===== src/rtl/pipeline_stall_controller.sv =====
// Central stall/flush sequencer for the 5-stage pipeline: merges load-use, branch, MDU and
// data-memory wait conditions into per-register enables/flushes, plus perf counters.
module pipeline_stall_controller #(
    parameter int unsigned MDU_TIMEOUT = 64,
    parameter int unsigned CNT_W       = 32
) (
    input  logic             clk,
    input  logic             reset,
    input  logic             load_hazard,
    input  logic             branch_taken,
    input  logic             mdu_req,
    input  logic             mdu_done,
    input  logic             dmem_req,
    input  logic             dmem_ready,
    output logic             pc_en,
    output logic             if_id_en,
    output logic             id_ex_en,
    output logic             ex_mem_en,
    output logic             mem_wb_en,
    output logic             if_id_flush,
    output logic             id_ex_flush,
    output logic             ex_mem_flush,
    output logic             mem_wb_flush,
    output logic             mdu_start,
    output logic             mdu_abort,
    output logic             timeout_err,
    output logic [CNT_W-1:0] stall_cnt,
    output logic [CNT_W-1:0] flush_cnt
);

    localparam int unsigned CycW = (MDU_TIMEOUT > 2) ? $clog2(MDU_TIMEOUT) : 1;
    localparam logic [CycW-1:0] CycLast = CycW'(MDU_TIMEOUT - 1);

    typedef enum logic [1:0] {S_RUN, S_MDU, S_MEM} state_t;

    state_t            r_state, w_state_d;
    logic [CycW-1:0]   r_mdu_cyc, w_mdu_cyc_d;
    logic              r_done_pend, w_done_pend_d;
    logic              r_timeout_err;
    logic [CNT_W-1:0]  r_stall_cnt, r_flush_cnt;

    logic w_mem_stall;
    logic w_timeout;
    logic w_done;
    logic w_branch_flush;

    assign w_mem_stall = dmem_req & ~dmem_ready;
    assign w_timeout   = (r_state == S_MDU) && (r_mdu_cyc == CycLast) && !r_done_pend && !mdu_done;
    assign w_done      = r_done_pend | mdu_done | w_timeout;

    always_comb begin
        pc_en          = 1'b1;
        if_id_en       = 1'b1;
        id_ex_en       = 1'b1;
        ex_mem_en      = 1'b1;
        mem_wb_en      = 1'b1;
        if_id_flush    = 1'b0;
        id_ex_flush    = 1'b0;
        ex_mem_flush   = 1'b0;
        mem_wb_flush   = 1'b0;
        mdu_start      = 1'b0;
        mdu_abort      = 1'b0;
        w_branch_flush = 1'b0;
        w_state_d      = r_state;
        w_mdu_cyc_d    = r_mdu_cyc;
        w_done_pend_d  = r_done_pend;

        if (reset) begin
            if_id_flush  = 1'b1;
            id_ex_flush  = 1'b1;
            ex_mem_flush = 1'b1;
            mem_wb_flush = 1'b1;
        end else begin
            case (r_state)
                S_RUN: begin
                    if (w_mem_stall) begin
                        pc_en        = 1'b0;
                        if_id_en     = 1'b0;
                        id_ex_en     = 1'b0;
                        ex_mem_en    = 1'b0;
                        mem_wb_flush = 1'b1;
                        w_state_d    = S_MEM;
                    end else if (mdu_req) begin
                        mdu_start     = 1'b1;
                        pc_en         = 1'b0;
                        if_id_en      = 1'b0;
                        id_ex_en      = 1'b0;
                        ex_mem_flush  = 1'b1;
                        w_mdu_cyc_d   = '0;
                        w_done_pend_d = 1'b0;
                        w_state_d     = S_MDU;
                    end else if (branch_taken) begin
                        if_id_flush    = 1'b1;
                        id_ex_flush    = 1'b1;
                        w_branch_flush = 1'b1;
                    end else if (load_hazard) begin
                        pc_en       = 1'b0;
                        if_id_en    = 1'b0;
                        id_ex_flush = 1'b1;
                    end
                end
                S_MDU: begin
                    pc_en    = 1'b0;
                    if_id_en = 1'b0;
                    id_ex_en = 1'b0;
                    if (r_mdu_cyc != CycLast) begin
                        w_mdu_cyc_d = r_mdu_cyc + CycW'(1);
                    end
                    // A timeout behaves like a done: latched so a blocked exit still happens later
                    if (mdu_done || w_timeout) begin
                        w_done_pend_d = 1'b1;
                    end
                    mdu_abort = w_timeout;
                    if (w_done && !w_mem_stall) begin
                        pc_en         = 1'b1;
                        if_id_en      = 1'b1;
                        id_ex_en      = 1'b1;
                        w_done_pend_d = 1'b0;
                        w_state_d     = S_RUN;
                    end else if (w_mem_stall) begin
                        ex_mem_en    = 1'b0;
                        mem_wb_flush = 1'b1;
                    end else begin
                        ex_mem_flush = 1'b1;
                    end
                end
                S_MEM: begin
                    if (w_mem_stall) begin
                        pc_en        = 1'b0;
                        if_id_en     = 1'b0;
                        id_ex_en     = 1'b0;
                        ex_mem_en    = 1'b0;
                        mem_wb_flush = 1'b1;
                    end else begin
                        w_state_d = S_RUN;
                    end
                end
                default: w_state_d = S_RUN;
            endcase
        end
    end

    always_ff @(posedge clk) begin
        if (reset) begin
            r_state       <= S_RUN;
            r_mdu_cyc     <= '0;
            r_done_pend   <= 1'b0;
            r_timeout_err <= 1'b0;
            r_stall_cnt   <= '0;
            r_flush_cnt   <= '0;
        end else begin
            r_state       <= w_state_d;
            r_mdu_cyc     <= w_mdu_cyc_d;
            r_done_pend   <= w_done_pend_d;
            r_timeout_err <= r_timeout_err | mdu_abort;
            if (!pc_en && (r_stall_cnt != '1)) begin
                r_stall_cnt <= r_stall_cnt + CNT_W'(1);
            end
            if (w_branch_flush && (r_flush_cnt != '1)) begin
                r_flush_cnt <= r_flush_cnt + CNT_W'(1);
            end
        end
    end

    assign timeout_err = r_timeout_err;
    assign stall_cnt   = r_stall_cnt;
    assign flush_cnt   = r_flush_cnt;

endmodule


===== config.mk =====
export PLATFORM = sky130hd
export DESIGN_NAME = pipeline_stall_controller
export DESIGN_NICKNAME = d
export VERILOG_FILES = /design/src/rtl/pipeline_stall_controller.sv
export SDC_FILE = /design/constraint.sdc
export NUM_CORES = 1
export LEC_CHECK = 0
export BUFFER_PORTS_ARGS = -buffer_cell sky130_fd_sc_hd__buf_2
export CELL_PAD_IN_SITES_DETAIL_PLACEMENT = 0
export CELL_PAD_IN_SITES_GLOBAL_PLACEMENT = 1
export CORE_ASPECT_RATIO = 0.6
export CORE_MARGIN = 4
export CORE_UTILIZATION = 44
export DETAILED_ROUTE_END_ITERATION = 10
export GPL_TIMING_DRIVEN = 0
export PLACE_DENSITY_LB_ADDON = 0.1
export SYNTH_ARGS = -nofsm -noshare
export SYNTH_HDL_FRONTEND = slang
export SYNTH_SLANG_ARGS = --single-unit

===== constraint.sdc =====
create_clock -name clk -period 3.35 [get_ports clk]
set_input_delay 0.335 -clock clk [delete_from_list [all_inputs] [get_ports clk]]
set_output_delay 0.335 -clock clk [all_outputs]
set_load 0.03 [all_outputs]

==> implementation parameters <==
Parameter                              Value

Detailed routing
  Via count of the routed design ... 4282
  Via count normalized by instance count ... 5.88
  Number of detailed-route iterations in the first pass ... 4
  Final routed DRC violation total ... 0
  Wire length per cell ... 16.8 um
  Post-route antenna net violation count ... 0
  First DRT Iteration DRCs ... 244
  Detailed Route WL ... 12.2 mm

Die
  Area enclosed by the die boundary ... 0.0110 mm^2
  Placeable Area ... 0.00916 mm^2
  Num rows ... 27
  Die Wd ... 133 um
  Die outline height ... 82.9 um
  Initial cell density of the core ... 45.0%
  Io pins ... 84

Yosys
  Cell type contributing the most total cell area after synthesis ... dfxtp_1
  Number of synthesized flops with an enable pin ... 0
  Mapped Area ... 0.00412 mm^2
  Average cell area after synthesis ... 8.22 um^2
  Top-area cell type share of the netlist area ... 36.0%
  Most frequent cells after synthesis ... dfxtp_1, a21oi_1, nor2_1
  Count of synthesis-stage warnings from yosys ... 0
  Syn nets ... 512
  Most numerous cell in the Yosys netlist ... dfxtp_1
  Number of instances in the synthesized netlist ... 501
  Part of the Yosys area used for sequential elements ... 36.0%
  Ys flop type ... dfxtp_1
  Unique cell type count in the Yosys netlist ... 60
  Synthesized flop and latch total ... 74
  Top cells by area in the synthesized netlist ... dfxtp_1, a21oi_1, o31ai_1
  Share of synthesized flip-flops with an asynchronous set or reset ... 0%

Placed design
  Half-perimeter wire length after placement ... 9.14 mm
  Inst Count DP ... 712
  Post-Place Cell Area ... 0.00469 mm^2
  Port Buffers ... 81
  Gp weighted congestion ... 0.878

STA
  Time the final worst path needs with I/O delays and setup ... 3.13 ns
  Fin crit share ... 93.5%
  Highest clock rate ... 319 MHz
  Worst clock skew on the final layout ... 0.00712 ns
  RSZ-0062 raised after global routing ... false
  Setup violation total in the final timing report ... 0
  Transition at the pin with the smallest max-transition slack ... 0.688 ns
  Tightest slew margin relative to the limit ... 53.7%
  Max-slew violation count ... 0
  Final Hold Viols ... 0
  Worst-case hold slack ... 0.355 ns
  Setup total negative slack ... 0 ns

Clocking
  Number of post-CTS setup repair buffers ... 0
  CTS resizes ... 0
  Clk sink count ... 74
  Number of levels the H-tree was split into ... 3
  Insertion delay to the later sink of the worst-skew pair ... 0.34 ns
  Number of clock buffers inserted by TritonCTS ... 9
  Maximum buffer depth of the clock tree ... 2
  Clock Root Buffer ... clkbuf_16
  Clock slew at reported path FFs ... 0.06 ns
  CTS tree ... yes
  Number of hold buffers added after cts ... 0

Global route
  Residual overflow from global routing ... 0
  GRT Overall Usage ... 22.0%
  Maximum number of pins on one net before global-route repair ... 13
  Vias in the first global route ... 3875
  First-pass GRT wire length ... 20.0 mm
  Initial antenna violation count ... 0

Worst setup path
  Critical path endpoint category ... output pin
  Peak fanout along the critical path ... 11
  Startpoint class of the critical path ... flop
  Data arrival, critical path ... 2.80 ns
  Worst setup path class ... reg2out
  Required time reported for the critical path endpoint ... 3.01 ns

Status
  Status ... finished, final reports clean

Power
  Maximum VDD drop ... 222 uV
  Cell area power density ... 413 mW/mm^2
  Reported leakage power ... 1.83 nW

Layout
  Fraction of final layout cells sized beyond drive strength 1 ... 25.1%
  Non-Filler Instances ... 728
  Antenna diodes ... 0
  Post-route cell area ... 0.00499 mm^2
  Fillcell total ... 901
  Area used by multi-input combinational logic ... 0.00244 mm^2
  Final net count ... 604
  Area used by sequential logic in the layout ... 0.00148 mm^2
  Synthesis-to-layout area growth ... 21.2%
  Share of the core filled with cells ... 54.5%

Run
  Max Cap Violations ... 0

Hold path
  Class of the tightest hold or removal check ... in2reg
==> worst max-delay path, cell delays in order (launching register included) <==
cell and delay, ns:
dfxtp_1 0.35, buf_2 0.21, nor2b_2 0.28, a41oi_2 0.22
o221ai_2 0.45, buf_2 0.33, buf_2 0.29, buf_4 0.14
buf_2 0.18
==> stage by stage <==
stage          total power, W  setup WS [ns]
2_1_floorplan         0.00104           1.04
3_3_place_gp          0.00109          0.632
3_5_place_dp          0.00109          0.598
4_1_cts               0.00208          0.228
5_1_grt               0.00214         0.0100
6_report              0.00206          0.217
==> metal layers <==
layer | vias up | global-route usage [%] | routed length (um)
li1 | 2088 | - | -
met2 | 135 | 30.9 | 5020
met5 | - | 0 | 0
met3 | 13 | 5.45 | 787
met4 | 0 | 4.91 | 149
met1 | 2046 | 33.5 | 6260
==> worst paths after layout <==
path                              start                         to  slack [ns]  cells past startpoint
max reg2reg  stall_cnt[12]$_SDFFE_PP0P_  stall_cnt[3]$_SDFFE_PP0P_        0.85                      6
min                          dmem_ready   r_done_pend$_SDFFE_PP0P_        0.35                      4
max             r_state[0]$_SDFFE_PP0P_                      pc_en        0.22                      8
min reg2reg      timeout_err$_SDFF_PP0_     timeout_err$_SDFF_PP0_        0.46                      1
==> report_power, final <==
part / switching, W / internal [W] / total [W] / leakage, nW
clock: 0.000374 / 0.000616 / 0.000990 / 0.145
sequential: 0.0000109 / 0.000888 / 0.000899 / 0.597
combinational: 0.000122 / 0.0000508 / 0.000172 / 1.09
==> layout by cell type (no fill, tap or decap), types with 4 or more instances in the layout <==
cell | Yosys | final
o31ai_1 | 28 | 28
buf_4 | 4 | 4
nor2_1 | 42 | 42
clkbuf_16 | 0 | 9
nand2_1 | 38 | 38
nor3_1 | 5 | 5
o21a_1 | 4 | 4
nor4_1 | 17 | 17
and4_1 | 5 | 5
inv_1 | 7 | 7
clkbuf_1 | 18 | 19
or3_1 | 14 | 14
nand4_1 | 20 | 20
nor2b_1 | 17 | 17
dfxtp_1 | 74 | 74
or4_1 | 26 | 26
a21oi_1 | 44 | 44
o311ai_0 | 4 | 4
o21ai_0 | 21 | 21
or2_2 | 7 | 7
buf_2 | 7 | 88
mux2_2 | 14 | 14
nand3_1 | 20 | 20
xnor2_1 | 4 | 4
o211ai_1 | 4 | 4
==> sequential cells by signal, indices dropped and copies added, names as in the netlist <==
name         cells
stall_cnt       32
timeout_err      1
r_done_pend      1
r_mdu_cyc        6
flush_cnt       32
r_state          2
==> cells by family (layout without fill, tap and decap cells) <==
group / Yosys count / after routing / share of synthesized area, %
buffers and inverters: 41 / 138 / 4.71
AOI/OAI and AO/OA: 125 / 125 / 19.8
other: 1 / 1 / 0.0910
xor gates and xnor gates: 4 / 4 / 0.850
and+or+nand+nor: 236 / 236 / 33.0
adders and majority gates: 3 / 3 / 0.911
DFF: 74 / 74 / 36.0
muxes: 17 / 17 / 4.68
==> layout make-up <==
type	count	share of cell area, %
buffer	34	3.36
clock buffer	12	5.14
clock inverter	4	1.00
inverter	7	0.526
multi-input combinational	386	48.9
sequential	74	29.7
tap	130	3.26
timing repair buffer	81	8.12
Note: power is estimated with default switching activity, not from simulation.
